## src/rtl/nic_fifo_if.sv

```systemverilog
// rtl/nic_fifo_if.sv - processor and router bus bundle for nic_fifo
// Processor side: addr, d_in, nicEn, nicEnWR in; d_out out.
// Router side: net_si, net_di, net_ro, net_polarity in; net_ri, net_so, net_do out.
// Modport slave is the NIC view; modport master is the processor/router view.
interface nic_fifo_if #(
  parameter int W = 64
);
  logic [1:0]   addr;
  logic [0:W-1] d_in;
  logic [0:W-1] d_out;
  logic         nicEn;
  logic         nicEnWR;
  logic         net_si;
  logic         net_ri;
  logic [0:W-1] net_di;
  logic         net_so;
  logic         net_ro;
  logic [0:W-1] net_do;
  logic         net_polarity;

  modport slave (
    input  addr, d_in, nicEn, nicEnWR, net_si, net_di, net_ro, net_polarity,
    output d_out, net_ri, net_so, net_do
  );

  modport master (
    output addr, d_in, nicEn, nicEnWR, net_si, net_di, net_ro, net_polarity,
    input  d_out, net_ri, net_so, net_do
  );
endinterface

```

## src/rtl/nic_fifo.sv

```systemverilog
// rtl/nic_fifo.sv - network interface controller with DEPTH-entry FIFOs per direction
// Ports: clk (rising edge), reset (sync, active-high), bus (nic_fifo_if.slave).
// Input FIFO is filled by the router (net_si/net_di, net_ri = not full) and drained
// by processor reads of addr 00. Output FIFO is filled by processor writes to
// addr 10 and drained toward the router when net_ro is high and the head packet's
// VC bit matches net_polarity. Addr 01/11 return status words with sticky drop flags.
module nic_fifo #(
  parameter int PACKET_WIDTH = 64,
  parameter int DEPTH        = 4,
  parameter int VC_POS       = 0
) (
  input logic       clk,
  input logic       reset,
  nic_fifo_if.slave bus
);
  localparam int W  = PACKET_WIDTH;
  localparam int PW = $clog2(DEPTH);
  localparam int CW = $clog2(DEPTH + 1);

  logic [0:W-1]  r_in_mem  [DEPTH];
  logic [0:W-1]  r_out_mem [DEPTH];
  logic [PW-1:0] r_in_rptr, r_in_wptr, r_out_rptr, r_out_wptr;
  logic [CW-1:0] r_in_count, r_out_count;
  logic          r_in_drop, r_out_drop;
  logic [0:W-1]  r_d_out, r_net_do;
  logic          r_net_so;

  logic          w_in_full, w_in_empty, w_out_full, w_out_empty;
  logic          w_rd, w_wr;
  logic          w_in_push, w_in_pop, w_out_push, w_out_pop;
  logic          w_in_drop_evt, w_out_drop_evt;
  logic [0:W-1]  w_in_head, w_out_head;
  logic [0:W-1]  w_in_status, w_out_status;

  // All full/empty decisions come from the count registered at cycle start.
  assign w_in_full   = (r_in_count == CW'(DEPTH));
  assign w_in_empty  = (r_in_count == '0);
  assign w_out_full  = (r_out_count == CW'(DEPTH));
  assign w_out_empty = (r_out_count == '0);

  assign w_rd = bus.nicEn && !bus.nicEnWR;
  assign w_wr = bus.nicEn && bus.nicEnWR;

  assign w_in_head  = r_in_mem[r_in_rptr];
  assign w_out_head = r_out_mem[r_out_rptr];

  assign w_in_push      = bus.net_si && !w_in_full;
  assign w_in_drop_evt  = bus.net_si && w_in_full;
  assign w_in_pop       = w_rd && (bus.addr == 2'b00) && !w_in_empty;
  assign w_out_push     = w_wr && (bus.addr == 2'b10) && !w_out_full;
  assign w_out_drop_evt = w_wr && (bus.addr == 2'b10) && w_out_full;
  // Strict head-of-line: only the head's VC bit is ever considered.
  assign w_out_pop      = !w_out_empty && bus.net_ro && (w_out_head[VC_POS] == bus.net_polarity);

  // Status word: numerically (drop << 9) | (count << 1) | flag; bit W-1 is the LSB.
  assign w_in_status  = (W'(r_in_drop) << 9)  | (W'(r_in_count) << 1)  | W'(!w_in_empty);
  assign w_out_status = (W'(r_out_drop) << 9) | (W'(r_out_count) << 1) | W'(w_out_full);

  assign bus.net_ri = !w_in_full;
  assign bus.d_out  = r_d_out;
  assign bus.net_so = r_net_so;
  assign bus.net_do = r_net_do;

  // Storage is not reset; pointers and counts define which entries are valid.
  always_ff @(posedge clk) begin
    if (w_in_push)  r_in_mem[r_in_wptr]   <= bus.net_di;
    if (w_out_push) r_out_mem[r_out_wptr] <= bus.d_in;
  end

  always_ff @(posedge clk) begin
    if (reset) begin
      r_in_rptr   <= '0;
      r_in_wptr   <= '0;
      r_out_rptr  <= '0;
      r_out_wptr  <= '0;
      r_in_count  <= '0;
      r_out_count <= '0;
      r_in_drop   <= 1'b0;
      r_out_drop  <= 1'b0;
      r_d_out     <= '0;
      r_net_so    <= 1'b0;
      r_net_do    <= '0;
    end else begin
      if (w_in_push)  r_in_wptr  <= r_in_wptr + 1'b1;
      if (w_in_pop)   r_in_rptr  <= r_in_rptr + 1'b1;
      if (w_out_push) r_out_wptr <= r_out_wptr + 1'b1;
      if (w_out_pop)  r_out_rptr <= r_out_rptr + 1'b1;

      r_in_count  <= r_in_count  + CW'(w_in_push)  - CW'(w_in_pop);
      r_out_count <= r_out_count + CW'(w_out_push) - CW'(w_out_pop);

      // A drop in the same cycle as the status read wins over the clear.
      if (w_in_drop_evt)
        r_in_drop <= 1'b1;
      else if (w_rd && bus.addr == 2'b01)
        r_in_drop <= 1'b0;

      if (w_out_drop_evt)
        r_out_drop <= 1'b1;
      else if (w_rd && bus.addr == 2'b11)
        r_out_drop <= 1'b0;

      if (w_rd) begin
        unique case (bus.addr)
          2'b00: r_d_out <= w_in_empty ? '0 : w_in_head;
          2'b01: r_d_out <= w_in_status;
          2'b10: r_d_out <= '0;
          2'b11: r_d_out <= w_out_status;
          default: r_d_out <= '0;
        endcase
      end

      r_net_so <= w_out_pop;
      r_net_do <= w_out_pop ? w_out_head : '0;
    end
  end
endmodule

```

## src/flat_wrapper.sv

```systemverilog
// flat-port wrapper written by rule: the top's interface ports become plain ports
module nic_fifo_flat 
#(
  parameter int PACKET_WIDTH = 64,
  parameter int DEPTH        = 4,
  parameter int VC_POS       = 0
)
  (clk, reset, bus_addr, bus_d_in, bus_nicEn, bus_nicEnWR, bus_net_si, bus_net_di, bus_net_ro, bus_net_polarity, bus_d_out, bus_net_ri, bus_net_so, bus_net_do);
  nic_fifo_if #(.W((64))) bus_i ();
  input logic clk;
  input logic reset;
  input wire logic [$bits(bus_i.addr)-1:0] bus_addr;
  input wire logic [$bits(bus_i.d_in)-1:0] bus_d_in;
  input wire logic [$bits(bus_i.nicEn)-1:0] bus_nicEn;
  input wire logic [$bits(bus_i.nicEnWR)-1:0] bus_nicEnWR;
  input wire logic [$bits(bus_i.net_si)-1:0] bus_net_si;
  input wire logic [$bits(bus_i.net_di)-1:0] bus_net_di;
  input wire logic [$bits(bus_i.net_ro)-1:0] bus_net_ro;
  input wire logic [$bits(bus_i.net_polarity)-1:0] bus_net_polarity;
  output wire logic [$bits(bus_i.d_out)-1:0] bus_d_out;
  output wire logic [$bits(bus_i.net_ri)-1:0] bus_net_ri;
  output wire logic [$bits(bus_i.net_so)-1:0] bus_net_so;
  output wire logic [$bits(bus_i.net_do)-1:0] bus_net_do;
  assign bus_i.addr = bus_addr;
  assign bus_i.d_in = bus_d_in;
  assign bus_i.nicEn = bus_nicEn;
  assign bus_i.nicEnWR = bus_nicEnWR;
  assign bus_i.net_si = bus_net_si;
  assign bus_i.net_di = bus_net_di;
  assign bus_i.net_ro = bus_net_ro;
  assign bus_i.net_polarity = bus_net_polarity;
  assign bus_d_out = bus_i.d_out;
  assign bus_net_ri = bus_i.net_ri;
  assign bus_net_so = bus_i.net_so;
  assign bus_net_do = bus_i.net_do;
  nic_fifo #(.PACKET_WIDTH(PACKET_WIDTH), .DEPTH(DEPTH), .VC_POS(VC_POS)) u_core (.clk(clk), .reset(reset), .bus(bus_i));
endmodule
```

## config.mk

```make
export PLATFORM = sky130hd
export DESIGN_NAME = nic_fifo_flat
export DESIGN_NICKNAME = d
export VERILOG_FILES = /design/src/rtl/nic_fifo_if.sv /design/src/rtl/nic_fifo.sv /design/src/flat_wrapper.sv
export SDC_FILE = /design/constraint.sdc
export NUM_CORES = 1
export LEC_CHECK = 0
export ABC_AREA = 1
export CORE_MARGIN = 5
export CORE_UTILIZATION = 40
export CTS_CLUSTER_SIZE = 25
export DETAILED_ROUTE_END_ITERATION = 12
export HOLD_SLACK_MARGIN = 0.1
export PLACE_DENSITY_LB_ADDON = 0.2
export SYNTH_ARGS = -nofsm -noshare
export SYNTH_HDL_FRONTEND = slang
export SYNTH_SLANG_ARGS = --single-unit
```

## constraint.sdc

```tcl
create_clock -name clk -period 4.8 [get_ports clk]
set_input_delay 1.44 -clock clk [delete_from_list [all_inputs] [get_ports clk]]
set_output_delay 1.44 -clock clk [all_outputs]
set_load 0.1 [all_outputs]
```

==> results.yml <==
status:
  status: "complete, no violations"
die:
  die_h_um: 254.7
  fp.dieW_um: 254.7
  io_pins: 267
  fp.coreArea_mm2: 0.05913
  fp-row-count: 89
  die_area_mm2: 0.06487
  start_util: 0.4051
critical_path:
  cp_cell_sequence: "nor2_1 -> nand2_1 -> clkdlybuf4s50_1"
  path_class: "reg2out"
  crit_fanout: 4
  crit_path_top_delay_cell: "clkdlybuf4s50_1"
  critical-path-top-delay-family: "buffers and inverters"
  critPathArrivalTime_ns: 2.41
  crit_required_ns: 3.36
  worstSetupStartpointType: "flop"
  path_buf_inv: 1
  end_kind: "output port"
  slowest_delay_ns: 1.15
logic_synthesis:
  synth_top_flop_cell: "edfxtp_1"
  ys_async_sr_fraction: 0
  yosysTopAreaCell: "edfxtp_1"
  synth_cell_types: 31
  synth-compound-area-share: 0.1043
  syn_area_per_cell_um2: 12.79
  synth_enable_flop_cells: 512
  synth_mux_area_frac: 0
  ys_seq_area_frac: 0.7664
  ys_warn_count: 0
  ys_seq_elements: 661
  syn_nets: 2024
  synth_area_leaders: "edfxtp_1, dfxtp_1, nor2_1, o21ai_0, a21oi_1"
  syn_inst: 1873
  synth_fa_ha_area_frac: 0.007940
  synth_xor_area_frac: 0.001463
  synth_top_family_by_area: "compound AO/OA/AOI/OAI gates"
  synth-simple-area-share: 0.09121
  netlist.area_leader.share: 0.6419
  syn_area_mm2: 0.02395
global_routing:
  grt_max_degree: 127
  grt_overflow: 0
  grt_antenna_before_repair: 11
  grt_use_total: 0.1725
  grt_pass1_vias: 14864
  grt_pass1_wl_um: 86900
drt:
  routed_wl_um: 57840
  routedWlPerCell_um: 19.46
  ant_nets: 0
  drc: 0
  drt_first_iter_violations: 916
  firstDrtPassIters: 5
  viasPerCell: 5.055
  via_count: 15023
final_layout:
  num-fill-cells: 5005
  area_delta_synth_final_pct: 25.34
  mostFrequentLayoutCell: "edfxtp_1"
  seqCellArea_mm2: 0.01837
  fin_area_mm2: 0.03002
  nets: 2284
  multi_input_area_mm2: 0.004976
  drive_gt1_frac: 0.08349
  layout_common_cells: "edfxtp_1, nor2_1, clkdlybuf4s50_1"
sta:
  rsz0062_at_grt: "no"
  maxSlewViolCount: 0
  finalSetupTns_ns: 0
  setup_ws_ns: 0.9486
  timing.fmax_mhz: 259.6
  worst_pin_slew_ns: 1.219
  setup_violations: 0
  slew_headroom: 0.1872
  fin_crit_sh: 0.8024
  finalCriticalPeriod_ns: 3.851
  finClkSkew_ns: 0.01980
  final_hold_viol_count: 0
power:
  seq_power_share: 0.478
  netSwitchingPower_uw: 3573
  combPwrFrac: 0.120
  power_density_mw_per_mm2: 464.7
  clkPwrFrac: 0.402
  p_int_uw: 10380
  peakVddDrop_v: 0.0002509
  p_sw_frac: 0.2561
  leakage_uw: 0.01010
clock_network:
  cts_sinks: 661
  hold_buffers: 0
  clock_path_buffers: 3
  cts_resized: 0
  insertion_delay_ns: 0.60
  cts_setup_buffers: 0
  clkTransAtPathRegs_ns: 0.06
  cts_tree: "done"
  cts_buffers: 71
  root_buffer: "clkbuf_16"
  htree_levels: 3
min_path:
  hp-class: "reg2reg"
placed_design:
  io_buffers: 266
  gp_congestion: 0.7487
  placed_cell_area_mm2: 0.02755
  hpwl_um: 32810
  post-place-ws_ns: 0.9271
job:
  max-cap-violations: 0
==> per-layer routing <==
layer | global-route usage | vias to the layer above | routed length, µm | part of all wire
li1 | - | 7176 | - | -
met1 | 0.2276 | 7327 | 24960 | 0.43
met2 | 0.2832 | 425 | 27940 | 0.48
met3 | 0.04354 | 89 | 3807 | 0.066
met4 | 0.05478 | 6 | 1094 | 0.019
met5 | 0 | - | 34 | 0.00059
==> power groups by stage <==
stage	Clock, µW	Sequential, µW	Combinational, µW
6_report	5610	6670	1670
5_1_grt	5980	6690	1820
4_1_cts	5730	6670	1700
3_5_place_dp	0	6790	1690
3_3_place_gp	0	6780	1670
2_1_floorplan	0	7160	731
==> worst min-delay path, cell delays in order (launching register included) <==
cell	delay, ns
dfxtp_1	0.31
nand2_1	0.06
a21oi_1	0.05
==> registers in the layout (all words and copies together) (netlist names), 3 cells and up, named ones only <==
name and cells:
u_core.r_in_count 3, u_core.bus.d_out 64, u_core.bus.net_do 64, u_core.r_in_mem 256, u_core.r_out_count 3, u_core.r_out_mem 256
==> cells by family after synthesis <==
logic type	count (synthesis)
compound gates	474
xor+xnor	4
fa+ha+maj	14
buf+inv	155
flops	661
simple gates	565
==> Yosys cell counts, types with 2 or more instances <==
cell type / count
a21oi_1: 130
a21oi_2: 12
buf_1: 13
buf_2: 25
buf_4: 5
buf_6: 7
clkbuf_1: 60
dfxtp_1: 149
edfxtp_1: 512
fa_1: 2
ha_1: 12
inv_1: 39
inv_2: 4
nand2_1: 145
nand2_2: 2
nand3_1: 7
nand3_2: 3
nand4_1: 2
nor2_1: 402
o21ai_0: 259
o21ai_1: 9
o22ai_1: 63
xor2_1: 3
==> metrics by stage <==
stage | std cells | power [µW] | hold slack (ns) | util
finish | 2972 | 13950 | 0.4669 | 0.5077
global route | 2969 | 14490 | 0.4836 | 0.5076
CTS | 2965 | 14100 | 0.4668 | 0.5074
detailed placement | 2833 | 8480 | 0.4586 | 0.4659
global placement | 2833 | 8450 | 0.4488 | 0.4659
floorplan | 1873 | 7889 | 0.4362 | -
==> worst paths after layout <==
check	to	from	depth (start not counted)	slack [ns]
setup / recovery	bus_net_ri	u_core.r_in_count[1]	3	0.95
hold / removal	u_core.bus.d_out[28]	u_core.bus.d_out[28]	2	0.47
setup reg to reg	u_core.r_out_count[2]	flop	11	2.06
hold reg to reg	u_core.bus.d_out[28]	u_core.bus.d_out[28]	2	0.47
==> layout make-up <==
class                   instances  area share
diodes                          7   0.0005835
clock buffers                  93     0.06635
clock inverters                39     0.01534
inverters                      44    0.005543
multi-input cells            1057      0.1658
flip-flops and latches        661      0.6118
well taps                     773     0.03222
repair buffers                298      0.1024
Note: power is estimated with default switching activity, not from simulation.
